## src/rtl/fp_add_sub_normalize_shifter.sv

```systemverilog
// fp_add_sub_normalize_shifter
//   Left-normalizes the raw post-add mantissa of the FP add/sub datapath using
//   the leading-one index from the priority encoder, and lowers the exponent
//   by the applied shift. The shift is clamped by the exponent so the result
//   becomes subnormal instead of the exponent wrapping.
//   Two-stage valid/ready pipeline: stage 1 computes the shift and applies the
//   coarse (multiple-of-4) part; stage 2 applies the fine 0..3 part.
// Ports
//   clock, aclr              rising-edge clock, async active-high reset
//   in_valid/in_ready        upstream handshake
//   in_mant/in_exp           unnormalized mantissa and its exponent
//   in_pos/in_zero           encoder MSB-one index / all-zero flag
//   out_valid/out_ready      downstream handshake
//   out_mant/out_exp         normalized mantissa / adjusted exponent
//   out_zero/out_denorm      exact-zero result / shift clamped by exponent
module fp_add_sub_normalize_shifter #(
  parameter int unsigned WIDTH     = 28,
  parameter int unsigned WIDTHAD   = 5,
  parameter int unsigned EXP_WIDTH = 8
) (
  input  logic                 clock,
  input  logic                 aclr,
  input  logic                 in_valid,
  output logic                 in_ready,
  input  logic [WIDTH-1:0]     in_mant,
  input  logic [EXP_WIDTH-1:0] in_exp,
  input  logic [WIDTHAD-1:0]   in_pos,
  input  logic                 in_zero,
  output logic                 out_valid,
  input  logic                 out_ready,
  output logic [WIDTH-1:0]     out_mant,
  output logic [EXP_WIDTH-1:0] out_exp,
  output logic                 out_zero,
  output logic                 out_denorm
);

  // Common width for comparing shift against exponent.
  localparam int unsigned CW = (WIDTHAD > EXP_WIDTH) ? WIDTHAD : EXP_WIDTH;

  // Stage 1 combinational shift computation
  logic [WIDTHAD-1:0]   w_pos;
  logic [WIDTHAD-1:0]   w_shift;
  logic [CW-1:0]        w_shift_x;
  logic [CW-1:0]        w_exp_x;
  logic [CW-1:0]        w_eff_x;
  logic [WIDTHAD-1:0]   w_shift_eff;
  logic [WIDTHAD-1:0]   w_coarse;
  logic [1:0]           w_fine;
  logic                 w_denorm;
  logic [EXP_WIDTH-1:0] w_exp_adj;
  logic [WIDTH-1:0]     w_mant_coarse;
  logic                 w_s2_ready;

  // Pipeline registers
  logic                 r_s1_valid;
  logic [WIDTH-1:0]     r_s1_mant;
  logic [EXP_WIDTH-1:0] r_s1_exp;
  logic [1:0]           r_s1_fine;
  logic                 r_s1_zero;
  logic                 r_s1_denorm;

  logic                 r_s2_valid;
  logic [WIDTH-1:0]     r_s2_mant;
  logic [EXP_WIDTH-1:0] r_s2_exp;
  logic                 r_s2_zero;
  logic                 r_s2_denorm;

  always_comb begin
    // Out-of-range index (non-power-of-2 WIDTH) behaves as already normalized.
    w_pos = in_pos;
    if (32'(in_pos) > WIDTH - 1) begin
      w_pos = WIDTHAD'(WIDTH - 1);
    end
    w_shift       = WIDTHAD'(WIDTH - 1) - w_pos;
    w_shift_x     = CW'(w_shift);
    w_exp_x       = CW'(in_exp);
    w_denorm      = (w_shift_x > w_exp_x);
    w_eff_x       = w_denorm ? w_exp_x : w_shift_x;
    // Both truncations are lossless: w_eff_x <= w_shift and w_eff_x <= in_exp.
    w_shift_eff   = WIDTHAD'(w_eff_x);
    w_exp_adj     = in_exp - EXP_WIDTH'(w_eff_x);
    w_coarse      = w_shift_eff & ~WIDTHAD'(3);
    w_fine        = 2'(w_shift_eff);
    w_mant_coarse = in_mant << w_coarse;
  end

  // s2 can take a beat when empty or when its beat leaves this cycle.
  assign w_s2_ready = !r_s2_valid || out_ready;
  assign in_ready   = !r_s1_valid || w_s2_ready;

  always_ff @(posedge clock or posedge aclr) begin
    if (aclr) begin
      r_s1_valid  <= 1'b0;
      r_s1_mant   <= '0;
      r_s1_exp    <= '0;
      r_s1_fine   <= '0;
      r_s1_zero   <= 1'b0;
      r_s1_denorm <= 1'b0;
    end else if (in_ready) begin
      r_s1_valid <= in_valid;
      if (in_valid) begin
        if (in_zero) begin
          r_s1_mant   <= '0;
          r_s1_exp    <= '0;
          r_s1_fine   <= '0;
          r_s1_zero   <= 1'b1;
          r_s1_denorm <= 1'b0;
        end else begin
          r_s1_mant   <= w_mant_coarse;
          r_s1_exp    <= w_exp_adj;
          r_s1_fine   <= w_fine;
          r_s1_zero   <= 1'b0;
          r_s1_denorm <= w_denorm;
        end
      end
    end
  end

  always_ff @(posedge clock or posedge aclr) begin
    if (aclr) begin
      r_s2_valid  <= 1'b0;
      r_s2_mant   <= '0;
      r_s2_exp    <= '0;
      r_s2_zero   <= 1'b0;
      r_s2_denorm <= 1'b0;
    end else if (w_s2_ready) begin
      r_s2_valid <= r_s1_valid;
      // Data only updates on a real beat so outputs hold while idle.
      if (r_s1_valid) begin
        r_s2_mant   <= r_s1_mant << r_s1_fine;
        r_s2_exp    <= r_s1_exp;
        r_s2_zero   <= r_s1_zero;
        r_s2_denorm <= r_s1_denorm;
      end
    end
  end

  assign out_valid  = r_s2_valid;
  assign out_mant   = r_s2_mant;
  assign out_exp    = r_s2_exp;
  assign out_zero   = r_s2_zero;
  assign out_denorm = r_s2_denorm;

endmodule

```

## config.mk

```make
export PLATFORM = sky130hd
export DESIGN_NAME = fp_add_sub_normalize_shifter
export DESIGN_NICKNAME = d
export VERILOG_FILES = /design/src/rtl/fp_add_sub_normalize_shifter.sv
export SDC_FILE = /design/constraint.sdc
export NUM_CORES = 1
export LEC_CHECK = 0
export ABC_AREA = 1
export CORE_ASPECT_RATIO = 1.4
export CORE_MARGIN = 2
export CORE_UTILIZATION = 57
export CTS_CLUSTER_DIAMETER = 120
export CTS_CLUSTER_SIZE = 16
export DETAILED_ROUTE_END_ITERATION = 12
export PLACE_DENSITY_LB_ADDON = 0.08
export SLEW_MARGIN = 20
export SYNTH_ARGS = -nofsm -noshare
export SYNTH_HDL_FRONTEND = slang
export SYNTH_SLANG_ARGS = --single-unit
```

## constraint.sdc

```tcl
create_clock -name clock -period 4 [get_ports clock]
set_input_delay 0.6 -clock clock [delete_from_list [all_inputs] [get_ports clock]]
set_output_delay 0.6 -clock clock [all_outputs]
set_load 0.02 [all_outputs]
```

==> summary.txt <==
Yosys
  – Synth area leaders: dfrtp_1 42%, nand2_1 13%, nand3_1 9.4%, o21ai_0 5.4%, mux2i_1 5.1%
  – Post-Syn Nets: 662
  – Synthesized instance count: just over 600
  – Synth area leader: dfrtp_1
  – Post-synthesis register bit count: 80
  – Yosys warning total: 0
  – Post-synth top cells: 160 x nand2_1, 89 x nand3_1, 80 x dfrtp_1, 58 x inv_1, 51 x o21ai_0
  – Top_reg_cell synth: dfrtp_1
  – Post-synthesis sequential area ratio: 42.37%
  – Share of the synthesized area in the top cell type: 42.37%
  – Mapped cell area: between 4000 and 5000 um2
  – Number of library cell types mapped by synthesis: 32
  – Synth async-reset ratio: 100.0%
  – Mean Syn Cell Area: 7.809 um2
  – Most frequent cell after synthesis: nand2_1
  – EDFF count, synth: 0

Clock tree
  – H-tree depth: 3
  – CTS max path bufs: 2
  – Clock sinks: 80
  – Number of buffers created by CTS: 9
  – Clock transition at path regs: 50 ps
  – CTS tree: yes
  – Root buffer cell: clkbuf_16
  – Post-CTS Hold Fix Bufs: 0
  – Clk Latency, worst-skew pair: 340 ps

Timing
  – Worst hold slack: slightly below 500 ps
  – Final Hold Viols: 0
  – Clk_skew: 4.461 ps
  – Worst rel slew slack: 36.70%
  – Tmin final: around 3700 ps
  – Tightest Pin Transition: ~950 ps
  – Max frequency: 271.3 MHz
  – Final setup viols: 0
  – Final Cycle Share: a little over 90%
  – Slew Limit Fails: 0

GRT
  – Antenna violations before repair: 0
  – Number of global-route vias before repair: 4,273
  – Pin count of the biggest net entering global routing: 81
  – GRT overflow: 0
  – GRT Util Overall: 27.70%
  – First-pass GRT wire length: 19,960 um

Placement
  – GPL Wtd Cong: 0.8963
  – Detailed Place HPWL: 8598 um
  – I/O Buffers: 85

Routing
  – Number of routed nets with antenna violations: 0
  – Total Wirelength: 11,860 um
  – Routed wire per std cell: 14.93 um
  – Initial DRC Count: 305
  – Post-route DRC: 0
  – Overall via count from detail_route: approximately 4,400
  – Avg Vias per Cell: 5.602
  – Detailed Routing Iterations Pass 1: 4

Finish
  – Synth-to-Final Area Change: 26.06%
  – N_diodes: 0
  – Post-layout util: 73.52%
  – Layout Nets: 745
  – Share of cells above drive strength 1: between 7 and 8%

Die
  – Starting Density: around three fifths
  – DIE WIDTH: roughly 81 um
  – Die Height: 111.7 um
  – Ports: 86
  – Die ar.: 9043 um2
  – Core ar.: 8100 um2
  – Cell Rows: 39

Power and ir drop
  – Leak: roughly 2.9 nW
  – Peak supply drop: 0.0003473 V
  – Pwr dens: 479.4 nW/um2
  – Final Total Pwr: 2.855 mW

Hold path
  – Hold Path Sink: out_exp[6]
  – Hold path cells: 2
  – Hold Path Class: flip-flop to flip-flop
  – Hold path startpoint: out_exp[6]

Run
  – Maxcap violations: 0

Critical path
  – FF-to-FF path depth: 3
  – Worst Path Max Fanout: 8
  – Setup slack, reg-to-reg: between 1500 and 2000 ps
  – Critical Path AT: 3900 ps
  – CP Launch Type: input port
  – Reg2reg start: r_s1_fine[1]
  – WS Path Type: input port to flip-flop
  – Reg-to-Reg End: out_mant[2]
  – CP endpoint kind: flip-flop
  – CP required: between 4000 and 5000 ps

Status
  – Status: finished clean
==> critical path, cell delays in order <==
cell	delay [ps]
clkdlybuf4s50_1	510
nand2_2	150
inv_1	70
nand2_1	50
o21ai_0	110
ha_1	330
buf_4	120
nand4_1	90
nand2_1	60
nand2_1	60
nand2_2	100
nand2_2	90
buf_4	180
nand2_2	70
nand2_2	70
ha_4	290
nand2_1	50
o211ai_1	210
nand2_1	80
inv_1	80
o21ai_0	100
and3_1	190
a21oi_1	140
o22ai_1	90
==> registers in the layout, indices dropped and copies added, names as in the netlist <==
signal,cells
r_s1_fine,2
r_s1_mant,28
out_zero,1
r_s1_zero,1
r_s1_valid,1
out_exp,8
out_denorm,1
r_s1_denorm,1
out_mant,28
out_valid,1
r_s1_exp,8
==> cell families after synthesis <==
family	Yosys count	synth area share (%)
xor+xnor	2	0.3708
simple gates	297	26.96
fa+ha+maj	11	3.072
buf+inv	90	8.315
mux	24	5.085
flops	80	42.37
compound gates	101	13.82
==> metal layers <==
layer	vias to the layer above	share of wire, %	track usage, %
met1	2113	44	37.83
met3	16	3.8	3.160
li1	2185	-	-
met2	134	51	45.67
met5	-	0	0
met4	0	1.6	8.927
==> area by class of cell <==
class	count	area (um2)
repair buffers	102	987.2
clock buffers	15	267.8
inverters	60	226.5
multi-input cells	435	2345
fillers	674	2145
well taps	102	127.6
flip-flops and latches	80	2002
==> worst max-delay path by stage <==
stage | from | endpoint | slack (ps) | cells after the start
final | in_pos[2] | r_s1_exp[7] | 310 | 24
after detailed placement | in_pos[4] | r_s1_exp[5] | -140 | 26
after CTS | in_pos[4] | r_s1_exp[5] | 210 | 26
after floorplan | in_pos[4] | r_s1_exp[6] | 600 | 28
after global placement | in_pos[4] | r_s1_exp[6] | 100 | 28
after global routing | in_pos[2] | r_s1_exp[5] | -5 | 24
==> power by group <==
group | switching (mW) | internal [mW]
sequential | 0.126 | 0.986
combinational | 0.539 | 0.461
clock | 0.293 | 0.451
==> layout by cell type (no fill, tap or decap), types with 2 or more instances in the layout <==
cell               n
a21oi_1            5
buf_4             16
clkbuf_1           4
clkbuf_16          9
clkbuf_8           2
clkdlybuf4s50_1   83
dfrtp_1           80
dlymetal6s2s_1     2
ha_1               9
inv_1             57
mux2i_1           24
nand2_1          160
nand2_2            8
nand3_1           89
nand4_1            3
nor2_1            32
o211ai_1           3
o21ai_0           50
o21ai_2            5
o22a_1            24
o22ai_1           10
xor2_1             2
==> timing repair <==
item | in CTS | in global routing
hold endpoints to repair | 0 | 0
buffers inserted | 0 | 2
setup endpoints to repair | 0 | 4
resized for setup | 0 | 5
==> through the flow <==
| stage | TNS [ps] | area [um2] | setup slack, ps | instances |
|---|---|---|---|---|
| global route | -5.274 | 5956 | -5.274 | 794 |
| floorplan | 0 | 4725 | 602.3 | 605 |
| CTS | 0 | 5917 | 211.1 | 792 |
| detailed placement | -389.2 | 5649 | -141.5 | 777 |
| global placement | 0 | 5649 | 103.9 | 777 |
| finish | 0 | 5956 | 313.9 | 794 |
Power figures use the tool's default switching activity.
